--- src/rtl/serial_subtractor_ctrl_if.sv ---
// Operand/result bundle for the bit-serial subtractor.
// master = operand source / result consumer, slave = the subtractor.
interface serial_subtractor_ctrl_if #(
    parameter int WIDTH = 8
);
    // Both directions use the same rule: a transfer happens on a rising edge
    // where valid and ready are both high. valid never waits on ready. The
    // subtractor raises in_ready only in IDLE and out_valid only in DONE.
    logic             in_valid;
    logic             in_ready;
    logic [WIDTH-1:0] a;
    logic [WIDTH-1:0] b;
    logic             bin;
    logic             out_valid;
    logic             out_ready;
    logic [WIDTH-1:0] diff;
    logic             borrow;
    logic             zero;
    logic             ovf;
    logic             busy;

    modport master (
        output in_valid, a, b, bin, out_ready,
        input  in_ready, out_valid, diff, borrow, zero, ovf, busy
    );

    modport slave (
        input  in_valid, a, b, bin, out_ready,
        output in_ready, out_valid, diff, borrow, zero, ovf, busy
    );
endinterface

--- src/rtl/serial_subtractor_ctrl.sv ---
// Bit-serial a - b - bin: one full-subtractor cell reused LSB first, one bit
// per clock, with valid/ready handshakes on operands and results.
module serial_subtractor_ctrl #(
    parameter int WIDTH = 8
) (
    input  logic                     clk,
    input  logic                     rst_n,
    serial_subtractor_ctrl_if.slave  bus,
    output logic [1:0]               o_dbg_state
);
    localparam int CW = $clog2(WIDTH);

    typedef enum logic [1:0] {
        S_IDLE  = 2'd0,
        S_SHIFT = 2'd1,
        S_DONE  = 2'd2
    } state_t;

    state_t           r_state;
    logic [CW-1:0]    r_cnt;
    logic             r_br;
    logic [WIDTH-1:0] r_a;
    logic [WIDTH-1:0] r_b;
    logic [WIDTH-1:0] r_res;
    logic [WIDTH-1:0] r_diff;
    logic             r_borrow;
    logic             r_zero;
    logic             r_ovf;
    logic             r_in_ready;
    logic             r_out_valid;
    logic             r_busy;

    logic             w_abit;
    logic             w_bbit;
    logic             w_d;
    logic             w_bo;
    logic             w_last;
    logic [WIDTH-1:0] w_res_next;

    // Operands shift right, so the current bit is always at position 0.
    assign w_abit     = r_a[0];
    assign w_bbit     = r_b[0];
    assign w_d        = w_abit ^ w_bbit ^ r_br;
    assign w_bo       = (~w_abit & w_bbit) | (~(w_abit ^ w_bbit) & r_br);
    assign w_last     = (r_cnt == CW'(WIDTH - 1));
    assign w_res_next = {w_d, r_res[WIDTH-1:1]};

    always_ff @(posedge clk or negedge rst_n) begin
        if (!rst_n) begin
            r_state     <= S_IDLE;
            r_cnt       <= '0;
            r_br        <= 1'b0;
            r_a         <= '0;
            r_b         <= '0;
            r_res       <= '0;
            r_diff      <= '0;
            r_borrow    <= 1'b0;
            r_zero      <= 1'b0;
            r_ovf       <= 1'b0;
            r_in_ready  <= 1'b1;
            r_out_valid <= 1'b0;
            r_busy      <= 1'b0;
        end else begin
            case (r_state)
                S_IDLE: begin
                    if (bus.in_valid && r_in_ready) begin
                        r_a        <= bus.a;
                        r_b        <= bus.b;
                        r_br       <= bus.bin;
                        r_cnt      <= '0;
                        r_res      <= '0;
                        r_state    <= S_SHIFT;
                        r_in_ready <= 1'b0;
                        r_busy     <= 1'b1;
                    end
                end

                S_SHIFT: begin
                    r_a   <= r_a >> 1;
                    r_b   <= r_b >> 1;
                    r_res <= w_res_next;
                    r_br  <= w_bo;
                    r_cnt <= r_cnt + CW'(1);
                    if (w_last) begin
                        // Signed overflow: borrow into the MSB differs from borrow out.
                        r_diff      <= w_res_next;
                        r_borrow    <= w_bo;
                        r_zero      <= (w_res_next == '0);
                        r_ovf       <= r_br ^ w_bo;
                        r_cnt       <= '0;
                        r_state     <= S_DONE;
                        r_out_valid <= 1'b1;
                    end
                end

                S_DONE: begin
                    if (bus.out_ready) begin
                        r_state     <= S_IDLE;
                        r_out_valid <= 1'b0;
                        r_busy      <= 1'b0;
                        r_in_ready  <= 1'b1;
                    end
                end

                default: begin
                    r_state     <= S_IDLE;
                    r_out_valid <= 1'b0;
                    r_busy      <= 1'b0;
                    r_in_ready  <= 1'b1;
                end
            endcase
        end
    end

    assign bus.in_ready  = r_in_ready;
    assign bus.out_valid = r_out_valid;
    assign bus.busy      = r_busy;
    assign bus.diff      = r_diff;
    assign bus.borrow    = r_borrow;
    assign bus.zero      = r_zero;
    assign bus.ovf       = r_ovf;
    assign o_dbg_state   = r_state;
endmodule
--- src/flat_wrapper.sv ---
// flat-port wrapper written by rule: the top's interface ports become plain ports
module serial_subtractor_ctrl_flat 
#(
    parameter int WIDTH = 8
)
  (clk, rst_n, o_dbg_state, bus_in_valid, bus_a, bus_b, bus_bin, bus_out_ready, bus_in_ready, bus_out_valid, bus_diff, bus_borrow, bus_zero, bus_ovf, bus_busy);
  serial_subtractor_ctrl_if #(.WIDTH(WIDTH)) bus_i ();
  input  logic clk;
  input  logic rst_n;
  output logic [1:0] o_dbg_state;
  input wire logic [$bits(bus_i.in_valid)-1:0] bus_in_valid;
  input wire logic [$bits(bus_i.a)-1:0] bus_a;
  input wire logic [$bits(bus_i.b)-1:0] bus_b;
  input wire logic [$bits(bus_i.bin)-1:0] bus_bin;
  input wire logic [$bits(bus_i.out_ready)-1:0] bus_out_ready;
  output wire logic [$bits(bus_i.in_ready)-1:0] bus_in_ready;
  output wire logic [$bits(bus_i.out_valid)-1:0] bus_out_valid;
  output wire logic [$bits(bus_i.diff)-1:0] bus_diff;
  output wire logic [$bits(bus_i.borrow)-1:0] bus_borrow;
  output wire logic [$bits(bus_i.zero)-1:0] bus_zero;
  output wire logic [$bits(bus_i.ovf)-1:0] bus_ovf;
  output wire logic [$bits(bus_i.busy)-1:0] bus_busy;
  assign bus_i.in_valid = bus_in_valid;
  assign bus_i.a = bus_a;
  assign bus_i.b = bus_b;
  assign bus_i.bin = bus_bin;
  assign bus_i.out_ready = bus_out_ready;
  assign bus_in_ready = bus_i.in_ready;
  assign bus_out_valid = bus_i.out_valid;
  assign bus_diff = bus_i.diff;
  assign bus_borrow = bus_i.borrow;
  assign bus_zero = bus_i.zero;
  assign bus_ovf = bus_i.ovf;
  assign bus_busy = bus_i.busy;
  serial_subtractor_ctrl #(.WIDTH(WIDTH)) u_core (.clk(clk), .rst_n(rst_n), .bus(bus_i), .o_dbg_state(o_dbg_state));
endmodule
--- config.mk ---
export PLATFORM = sky130hd
export DESIGN_NAME = serial_subtractor_ctrl_flat
export DESIGN_NICKNAME = d
export VERILOG_FILES = /design/src/rtl/serial_subtractor_ctrl_if.sv /design/src/rtl/serial_subtractor_ctrl.sv /design/src/flat_wrapper.sv
export SDC_FILE = /design/constraint.sdc
export NUM_CORES = 1
export LEC_CHECK = 0
export CORE_MARGIN = 5
export CORE_UTILIZATION = 38
export DETAILED_ROUTE_END_ITERATION = 10
export DONT_BUFFER_PORTS = 1
export PLACE_DENSITY = 0.59
export SLEW_MARGIN = 20
export SYNTH_ARGS = -nofsm -noshare
export SYNTH_HDL_FRONTEND = slang
export SYNTH_SLANG_ARGS = --single-unit
--- constraint.sdc ---
create_clock -name clk -period 2.3 [get_ports clk]
set_clock_uncertainty 0.1 [all_clocks]
set_input_delay 0.46 -clock clk [delete_from_list [all_inputs] [get_ports clk]]
set_output_delay 0.46 -clock clk [all_outputs]
set_load 0.005 [all_outputs]
Word level (Yosys, flattened, before mapping)
Cells that the tools add are included.
Widths: inputs -> output; s select.

cells by class
  add/subtract/negate cells = 1
  equal/unequal tests = 6
  multiplexer cells = 23
  bitwise operators = 10
  reduce and logical (&&, ||, !) cells = 9

operators with widths
  cell                 number
  $pmux 8 s2           3
  $mux 8               3
  $pmux 1 s3           3
  $reduce_and 3->1     3
  $logic_not 8->1      1
  $mux 1               6
  $mux 2               3
  $mux 3               2
  $pmux 2 s3           1
  $pmux 3 s2           1
  $ne 2x1->1 const B   2
  $not 1->1            4
  $reduce_and 2->1     2
  $add 3x1->3 const B  1
  $eq 3x3->1 const B   1
  $xor 1x1->1          3
  $and 1x1->1          2
  $eq 2x1->1 const B   1
  $eq 2x2->1 const B   1
  $logic_not 2->1      1
  $ne 2x2->1 const B   1
  $pmux 1 s2           1
  $reduce_bool 2->1    1
  $logic_and 1x1->1    1
  $or 1x1->1           1

storage, ports and cells
  register bits = 44
  input port bits = 21
  output and inout port bits = 16
  logic and storage cells = 62

Depth between registers and ports, before layout
Gate-level depths: netlist of the first run.

  depth in word-level cells = 5
  mapped depth = 6
  mapped depth without buffers = 5

Worst setup path before layout of the first run
Ideal clock, no wire load.

  path kind = register to register
  from = register u_core.r_cnt[0]
  to = register u_core.r_diff[4] (netlist: u_core.bus.diff[4])
  library setup time = 0.125 ns
  arrival time = 1.424 ns
  data required time = 2.075 ns
  path slack = 0.651 ns
  stages on the path, launching flop included = 6
  buffers on the path = 1
  period minus slack after synthesis = 1.649 ns
  cell sequence = dfrtp_1 ha_1 ha_1 nand3b_4 buf_2 mux2_2

between the ends
  word-level cells in the longest chain between the ends = 2

ends and longest elaborated chain
  item                               line                          RTL
  start, declared                    serial_subtractor_ctrl.sv:20  logic [CW-1:0] r_cnt;
  start signal, assigned             serial_subtractor_ctrl.sv:83  r_cnt <= r_cnt + CW'(1);
  $eq 3x3->1                         serial_subtractor_ctrl.sv:45  assign w_last = (r_cnt == CW'(WIDTH - 1));
  $reduce_and 2->1 (no source line)  n/a
  end signal, assigned               serial_subtractor_ctrl.sv:86  r_diff <= w_res_next;
  end, declared                      serial_subtractor_ctrl.sv:25  logic [WIDTH-1:0] r_diff;

No other way between the ends.
A chain may end at the register's enable or synchronous reset.

Worst setup path after layout of the first run
  from = register u_core.r_state[1] (netlist: u_core.o_dbg_state[1])
  to = register u_core.r_a[1]

between the ends
  word-level cells in the longest chain between the ends = 3
  elaborated cells on any way between the ends = 6
  those cells by class = eq/ne (2); mux (1); reduce/logical (3)

ends and longest elaborated chain
  item                                                                     line                          RTL
  start, declared                                                          serial_subtractor_ctrl.sv:19  state_t r_state;
  start signal, assigned                                                   serial_subtractor_ctrl.sv:50  r_state <= S_IDLE;
  start signal, assigned                                                   serial_subtractor_ctrl.sv:72  r_state <= S_SHIFT;
  start signal, assigned                                                   serial_subtractor_ctrl.sv:91  r_state <= S_DONE;
  $eq 2x1->1 / $logic_not 2->1 (equally long branches)                     serial_subtractor_ctrl.sv:64  case (r_state)
  $reduce_bool 2->1 (no source line) / $ne 2x1->1 (equally long branches)  n/a
  $reduce_and 2->1 (no source line)                                        n/a
  end signal, assigned                                                     serial_subtractor_ctrl.sv:67  r_a <= bus.a;
  end signal, assigned                                                     serial_subtractor_ctrl.sv:79  r_a <= r_a >> 1;
  end, declared                                                            serial_subtractor_ctrl.sv:22  logic [WIDTH-1:0] r_a;

Several ways; a longest one is shown, not always the timed one.

==> results.txt, run 1 <==
----------------------------------------------------
[Status]
  Result of the run ... complete, no violations

[Power and ir drop]
  Peak ir drop on the vdd network ... 0.508 mV
  Total power ... 2.50 mW
  Power per Cell Area ... around 1200 nW/µm²
  Reported leakage power ... 0.959 nW

[STA]
  Pins over their slew limit ... 0
  Fin Hold WS ... 0.119 ns
  Measured slew at the worst slew-check pin ... 0.741 ns
  Endpoints failing hold ... 0
  Max-Slew Margin vs Limit ... 50.6%
  Aggregate negative setup slack ... 0 ns
  Final worst path period share ... 78.2%
  Fmax ... 556 MHz
  Finish-stage setup viols ... 0
  RSZ-0062 raised after global routing ... no
  Final period demand of the worst path ... 1.80 ns

[Finish]
  Final cell area excluding filler cells ... 2070 µm²
  Layout overhead on the synthesized area ... 7.96%
  Most frequent cells in the layout ... 42 x sky130_fd_sc_hd__dfrtp_1, 18 x sky130_fd_sc_hd__o21ai_0, 15 x sky130_fd_sc_hd__o21ai_1
  Commonest non-fill, non-tap cell in the layout ... sky130_fd_sc_hd__dfrtp_1
  Nets@finish ... 186
  Layout cells sized above 1 ... 16.6%
  Ant diodes ... 0
  Final core utilization ... 43.0%

[Synthesis]
  Syn Area/Cell ... 12.1 µm²
  Synthesized netlist cell count ... 158
  Post-synthesis register bit count ... 43
  Register area share after synthesis ... between 50% and 60%
  Synth Net Count ... roughly 180
  Count of cell types in the netlist ... 31
  Number of warnings issued by yosys ... 0
  Post-synthesis cell area ... 1920 µm²

[Floorplan]
  Die Y-Extent ... 81.0 µm
  Number of ports placed on the die boundary ... 37
  Placeable core region ... 4820 µm²
  Effective utilization at floorplan ... 39.8%
  Placement Rows ... 25
  Full die area ... 6570 µm²
  X dimension of the die ... ~81 µm

[Detailed routing]
  DRC violation count after routing ... 0
  Total number of vias ... roughly 1200
  Mean routed wirelength per cell ... 16.2 µm
  Number of iterations in the first detailed-routing pass ... 4
  Iter 0 DRT Violations ... 22
  Vias per std cell ... between 5 and 6
  Antenna-violating nets left ... 0
  Detailed Route WL ... 3.73 mm

[Global routing]
  Global router's overall resource usage ... between 10% and 20%
  Overflow after GRT ... 0
  Number of global-route vias before repair ... 1346
  Pin count of the biggest net entering global routing ... 44
  Global-route wire length before repair ... 6.31 mm
  Number of antenna violations at the first check in global routing ... 0

[Setup path]
  Critical path capture point type ... flop
  Stage delay of the slowest cell on the critical path ... roughly 0.65 ns
  WS Path Type ... reg -> reg
  Reg2Reg Capture Point ... u_core.r_a[1]
  Reg-to-reg startpoint ... u_core.o_dbg_state[1]
  Reg2Reg Setup Slack ... 0.50 ns
  Max FO, Critical Path ... 20
  Startpoint types ... flop
  Critical-path top delay cell ... sky130_fd_sc_hd__or2_1
  Family of cells with the greatest summed delay on the critical path ... simple AND/OR/NAND/NOR gates
  Worst Path Buf+Inv ... 1
  Critical path required time ... 2.37 ns
  Cell breakdown of the critical path ... or2_1 -> buf_4 -> o21ai_1
  Critical path data arrival time ... roughly 1.9 ns
  Number of cell instances on the worst register-to-register path ... 3

[Worst hold path]
  Number of instances on the worst hold path ... 1
  HP Class ... in -> reg
  Endpoint of the worst hold path ... u_core.bus.in_ready
  Hold Startpoint ... bus_in_valid

[Place]
  Port-buffer cells ... 0
  Post-placement cell area ... between 1500 and 2000 µm²
  Routability cong. ... 0.732
  Post-detailed-placement half-perimeter wirelength ... 2.66 mm

[Clock tree]
  Bufs on Longest Clock Path ... 2
  Clock transition at the registers of the reported paths ... 0.07 ns
  Number of levels in the clock H-tree ... 2
  Clock tree from TritonCTS ... yes
  Cell chosen for the clock root ... sky130_fd_sc_hd__clkbuf_8
  Clock tree sinks ... 43
  Number of clock buffers inserted by TritonCTS ... 5
  Insertion delay of the later-clocked pin in the worst-skew pair ... 0.29 ns

[Flow run]
  MaxCap Viol Count ... 0

----------------------------------------------------
[area by class of cell]
class / instances / area, µm²
Timing Repair Buffer: 8 / 75.1
Tap cell: 67 / 83.8
Inverter: 6 / 22.5
Fill cell: 471 / 2750
Clock buffer: 7 / 76.3
Multi-Input combinational cell: 98 / 729
Clock inverter: 1 / 5.00
Sequential cell: 43 / 1080
[repair_timing]
action,CTS,global route
resized for setup,0,0
hold buffers,2,0
buffers inserted,0,0
setup endpoints to repair,0,0
endpoints found under the hold margin,43,0
[cell usage after synthesis (all sizes together)]
cell     count  area, µm²
a21oi        5       28.8
a22o        10       87.6
a22oi        1       7.51
a2bb2oi      1       8.76
a32o         2       20.0
and2         1       6.26
and4b        1       10.0
buf          8       78.8
clkbuf       3       11.3
dfrtp       42       1050
dfstp        1       26.3
fa           1       20.0
ha           2       25.0
inv          6       22.5
mux2         9        101
mux2i       14        140
nand2        6       22.5
nand3b       1       20.0
nor2         3       11.3
nor2b        1       6.26
nor4         2       12.5
o21ai       33        165
o22ai        2       12.5
or2          2       12.5
xor2         1       8.76
[flip-flops by register name, summed over array words and instances (netlist names)]
signal	flops
u_core.r_br	1
u_core.bus.zero	1
u_core.o_dbg_state	2
u_core.bus.out_valid	1
u_core.r_b	8
u_core.bus.busy	1
u_core.bus.in_ready	1
u_core.bus.borrow	1
u_core.bus.ovf	1
u_core.r_cnt	3
u_core.bus.diff	8
u_core.r_a	8
u_core.r_res	7
[report_power, final]
group / switching (mW) / total, mW / internal [mW]
combinational: 0.394 / 0.771 / 0.377
sequential: 0.221 / 1.28 / 1.06
clock: 0.239 / 0.452 / 0.213
total: 0.854 / 2.50 / 1.65
[metrics by stage]
| stage | setup slack (ns) | cells |
|---|---|---|
| 6_report | 0.500 | 230 |
| 5_1_grt | 0.366 | 230 |
| 4_1_cts | 0.499 | 230 |
| 3_5_place_dp | 0.510 | 220 |
| 3_3_place_gp | 0.600 | 220 |
| 2_1_floorplan | 0.651 | 158 |
[worst max-delay path by stage]
stage	from	endpoint	slack [ns]	cells past startpoint
global route	u_core.o_dbg_state[1]	u_core.r_a[5]	0.37	3
finish	u_core.o_dbg_state[1]	u_core.r_a[1]	0.50	3
detailed placement	u_core.o_dbg_state[1]	u_core.r_a[1]	0.51	3
global placement	u_core.o_dbg_state[1]	u_core.r_b[0]	0.60	3
floorplan	u_core.r_cnt[0]	u_core.bus.diff[4]	0.65	5
CTS	u_core.o_dbg_state[1]	u_core.r_a[1]	0.50	3
[cell families (layout without fill, tap and decap cells)]
family                     Yosys count  in the layout  synth area share (%)
and+or+nand+nor                     17             17                  5.29
DFF                                 43             43                  56.2
muxes                               23             23                  12.6
xor gates and xnor gates             1              1                 0.457
adders and majority gates            3              3                  2.35
AOI/OAI and AO/OA                   54             54                  17.2
buffers and inverters               17             22                  5.87
[per-layer routing]
layer  part of all wire [%]  global-route usage, %  wire (µm)  up-vias
met5                      0                      0          0        -
met4                    1.1                   5.07         42        0
met3                    8.0                   5.65        299        5
met2                     47                   19.6       1770       34
met1                     43                   15.4       1620      599
li1                       -                      -          -      579
(Power assumes the default switching activity.)
==> run 2, diff against run 1 <==
Clock period 2.3 ns to 1.9 ns, I/O delays scaled along.
==> run 2 against run 1 <==
Clock-buffer cell count decreased by 1. Setup slack got worse by 0.28 ns. Sequential cell count unchanged. Critical path depth increased by 1. Largest cell class unchanged. Largest power group unchanged. Highest routed layer unchanged.
==> results.txt, run 2 (same netlist as run 1, synthesis figures left out) <==
----------------------------------------------------
[Status]
  Result of the run ... complete, no violations

[Floorplan]
  Effective utilization at floorplan ... 39.8% (unchanged)
  Placement Rows ... 25 (unchanged)
  Number of ports placed on the die boundary ... 37 (unchanged)
  Die Y-Extent ... 81.0 µm (unchanged)
  X dimension of the die ... 81.0 µm (unchanged)
  Full die area ... 6570 µm² (unchanged)
  Placeable core region ... 4820 µm² (unchanged)

[STA]
  Finish-stage setup viols ... 0 (unchanged)
  RSZ-0062 raised after global routing ... no
  Aggregate negative setup slack ... 0 ns (unchanged)
  Measured slew at the worst slew-check pin ... 0.523 ns (-0.217 ns)
  Max-Slew Margin vs Limit ... 65.1% (+14 points)
  Final period demand of the worst path ... 1.68 ns (-0.124 ns)
  Pins over their slew limit ... 0 (unchanged)
  Final worst path period share ... 88.2% (+9.9 points)
  Fmax ... 597 MHz (+7.4%)
  Endpoints failing hold ... 0 (unchanged)

[Power and ir drop]
  Switching power as a share of total power ... 33.7% (-0.46 points)
  Share of total power in combinational logic ... 29.6% (-1.2 points)
  Part of the power in the clock network ... 18.9% (+0.8 points)
  Total net switching power ... 1.03 mW (+20%)
  Peak ir drop on the vdd network ... 0.600 mV (+18%)
  Power per Cell Area ... 1470 nW/µm² (+21%)
  Reported leakage power ... 0.964 nW (+0.50%)
  Total power ... 3.04 mW (+22%)
  Power share of the sequential group ... 51.5% (+0.4 points)
  Cell internal pwr ... 2.02 mW (+23%)

[Clock tree]
  Number of clock buffers inserted by TritonCTS ... 5 (unchanged)
  Number of setup buffers added after CTS ... 0 (unchanged)
  Clock transition at the registers of the reported paths ... 0.08 ns (about the same)
  Bufs on Longest Clock Path ... 2 (unchanged)
  Insertion delay of the later-clocked pin in the worst-skew pair ... 0.29 ns (about the same)
  Clock tree sinks ... 43 (unchanged)
  Cell chosen for the clock root ... sky130_fd_sc_hd__clkbuf_8
  Number of levels in the clock H-tree ... 2 (unchanged)
  Clock tree from TritonCTS ... yes

[Setup path]
  Stage delay of the slowest cell on the critical path ... 0.41 ns (-0.24 ns)
  Critical-path top delay cell ... sky130_fd_sc_hd__dfrtp_1
  Critical path data arrival time ... 1.75 ns (-0.12 ns)
  Most frequent CP cell ... sky130_fd_sc_hd__ha_1
  WS Path Type ... reg -> reg
  Startpoint types ... flop
  Critical path required time ... 1.97 ns (-0.40 ns)
  Max FO, Critical Path ... 15 (-25%)
  Critical path capture point type ... flop
  Cell breakdown of the critical path ... ha_1 -> ha_1 -> nand3b_4 -> mux2_2

[Detailed routing]
  Total number of vias ... 1235 (+1.5%)
  Routed length on met1 ... 1.58 mm (-2.3%)
  DRC violation count after routing ... 0 (unchanged)
  Number of iterations in the first detailed-routing pass ... 4 (unchanged)
  Met2 WL post-DR ... 1.81 mm (+2.5%)
  Mean routed wirelength per cell ... 16.3 µm (+0.28%)
  Detailed Route WL ... 3.72 mm (-0.16%)
  Top Layer Used ... met4
  Vias per std cell ... 5.39 (+1.9%)
  Antenna-violating nets left ... 0 (unchanged)
  Iter 0 DRT Violations ... 40 (+82%)
  Detailed-routed wire length on met3 ... 270 µm (-9.7%)

[Flow run]
  MaxCap Viol Count ... 0 (unchanged)

[Global routing]
  Number of antenna violations at the first check in global routing ... 0 (unchanged)
  Global-route wire length before repair ... 6.47 mm (+2.5%)
  Overflow after GRT ... 0 (unchanged)
  Global router's overall resource usage ... 12.9% (+0.26 points)
  Number of global-route vias before repair ... 1402 (+4.2%)
  Pin count of the biggest net entering global routing ... 44 (unchanged)

[Worst hold path]
  HP Class ... in -> reg

[Place]
  Port-buffer cells ... 0 (unchanged)
  Post-detailed-placement half-perimeter wirelength ... 2.58 mm (-3.2%)
  Routability cong. ... 0.742 (+1.4%)

[Finish]
  Nets@finish ... 186 (unchanged)
  Commonest non-fill, non-tap cell in the layout ... sky130_fd_sc_hd__dfrtp_1
  Most frequent cells in the layout ... 42 x sky130_fd_sc_hd__dfrtp_1, 18 x sky130_fd_sc_hd__o21ai_0, 15 x sky130_fd_sc_hd__o21ai_1
  Ant diodes ... 0 (unchanged)
  Layout cells sized above 1 ... 17.3% (+0.72 points)
  Layout overhead on the synthesized area ... 8.29%
  Final-layout fill cell count ... 484 (+2.8%)

----------------------------------------------------
[run 2: cell types whose count changed in the layout (fill, tap and decap cells not counted), sizes merged]
cell,change
clkbuf,-1
[run 2: power by group through the flow]
stage               clock network (mW)  logic [mW]  registers (mW)
CTS                              0.597       0.910            1.57
detailed placement                   0       0.886            1.58
global placement                     0       0.849            1.57
finish                           0.575       0.901            1.57
floorplan                            0       0.805            1.48
global route                     0.642        1.03            1.63
[run 2: what timing repair did]
item,4_1_cts,5_1_grt
endpoints found under the hold margin,43,0
gates resized for setup,0,0
hold buffers,2,0
[run 2: critical path: cells and delay by family, from the launching register on]
| family | cells | cell delay [ns] |
|---|---|---|
| flops | 1 | 0.41 |
| fa+ha+maj | 2 | 0.48 |
| mux | 1 | 0.36 |
| simple gates | 1 | 0.21 |
[run 2: layer usage]
layer | global-route usage [%] | up-vias
met1 | 15.6 | 612
li1 | - | 574
met2 | 21.0 | 42
met5 | 0 | -
met3 | 4.66 | 7
met4 | 5.07 | 0
[run 2: worst paths after layout]
path	cells past startpoint	to	slack (ns)	startpoint
setup reg to reg	4	u_core.bus.diff[5]	0.22	u_core.r_cnt[0]
min in group asynchronous	2	u_core.r_res[5]	0.48	rst_n
hold reg to reg	1	u_core.r_b[7]	0.41	u_core.r_b[7]
setup / recovery	4	u_core.bus.diff[5]	0.22	u_core.r_cnt[0]
max in group asynchronous	2	u_core.bus.in_ready	0.96	rst_n
hold / removal	1	u_core.bus.in_ready	0.03	bus_in_valid
[run 2: layout make-up]
class / count / area (µm²) / share of cell area, %
timing repair buffer: 8 / 75.1 / 3.62
sequential: 43 / 1080 / 51.9
tap: 67 / 83.8 / 4.04
multi-input combinational: 98 / 729 / 35.1
inverter: 6 / 22.5 / 1.08
clock buffer: 6 / 82.6 / 3.98
clock inverter: 1 / 5.00 / 0.241
[run 2: stage by stage]
| stage | setup slack [ns] | utilization [%] | cells | hold slack (ns) | area [µm²] |
|---|---|---|---|---|---|
| after floorplan | 0.251 | - | 158 | -0.0156 | 1920 |
| after global placement | 0.291 | 40.6 | 220 | -0.0145 | 1960 |
| after detailed placement | 0.251 | 40.6 | 220 | -0.0145 | 1960 |
| after CTS | 0.232 | 43.1 | 229 | 0.0224 | 2080 |
| after global routing | 0.0814 | 43.1 | 229 | 0.0351 | 2080 |
| final | 0.225 | 43.1 | 229 | 0.0328 | 2080 |
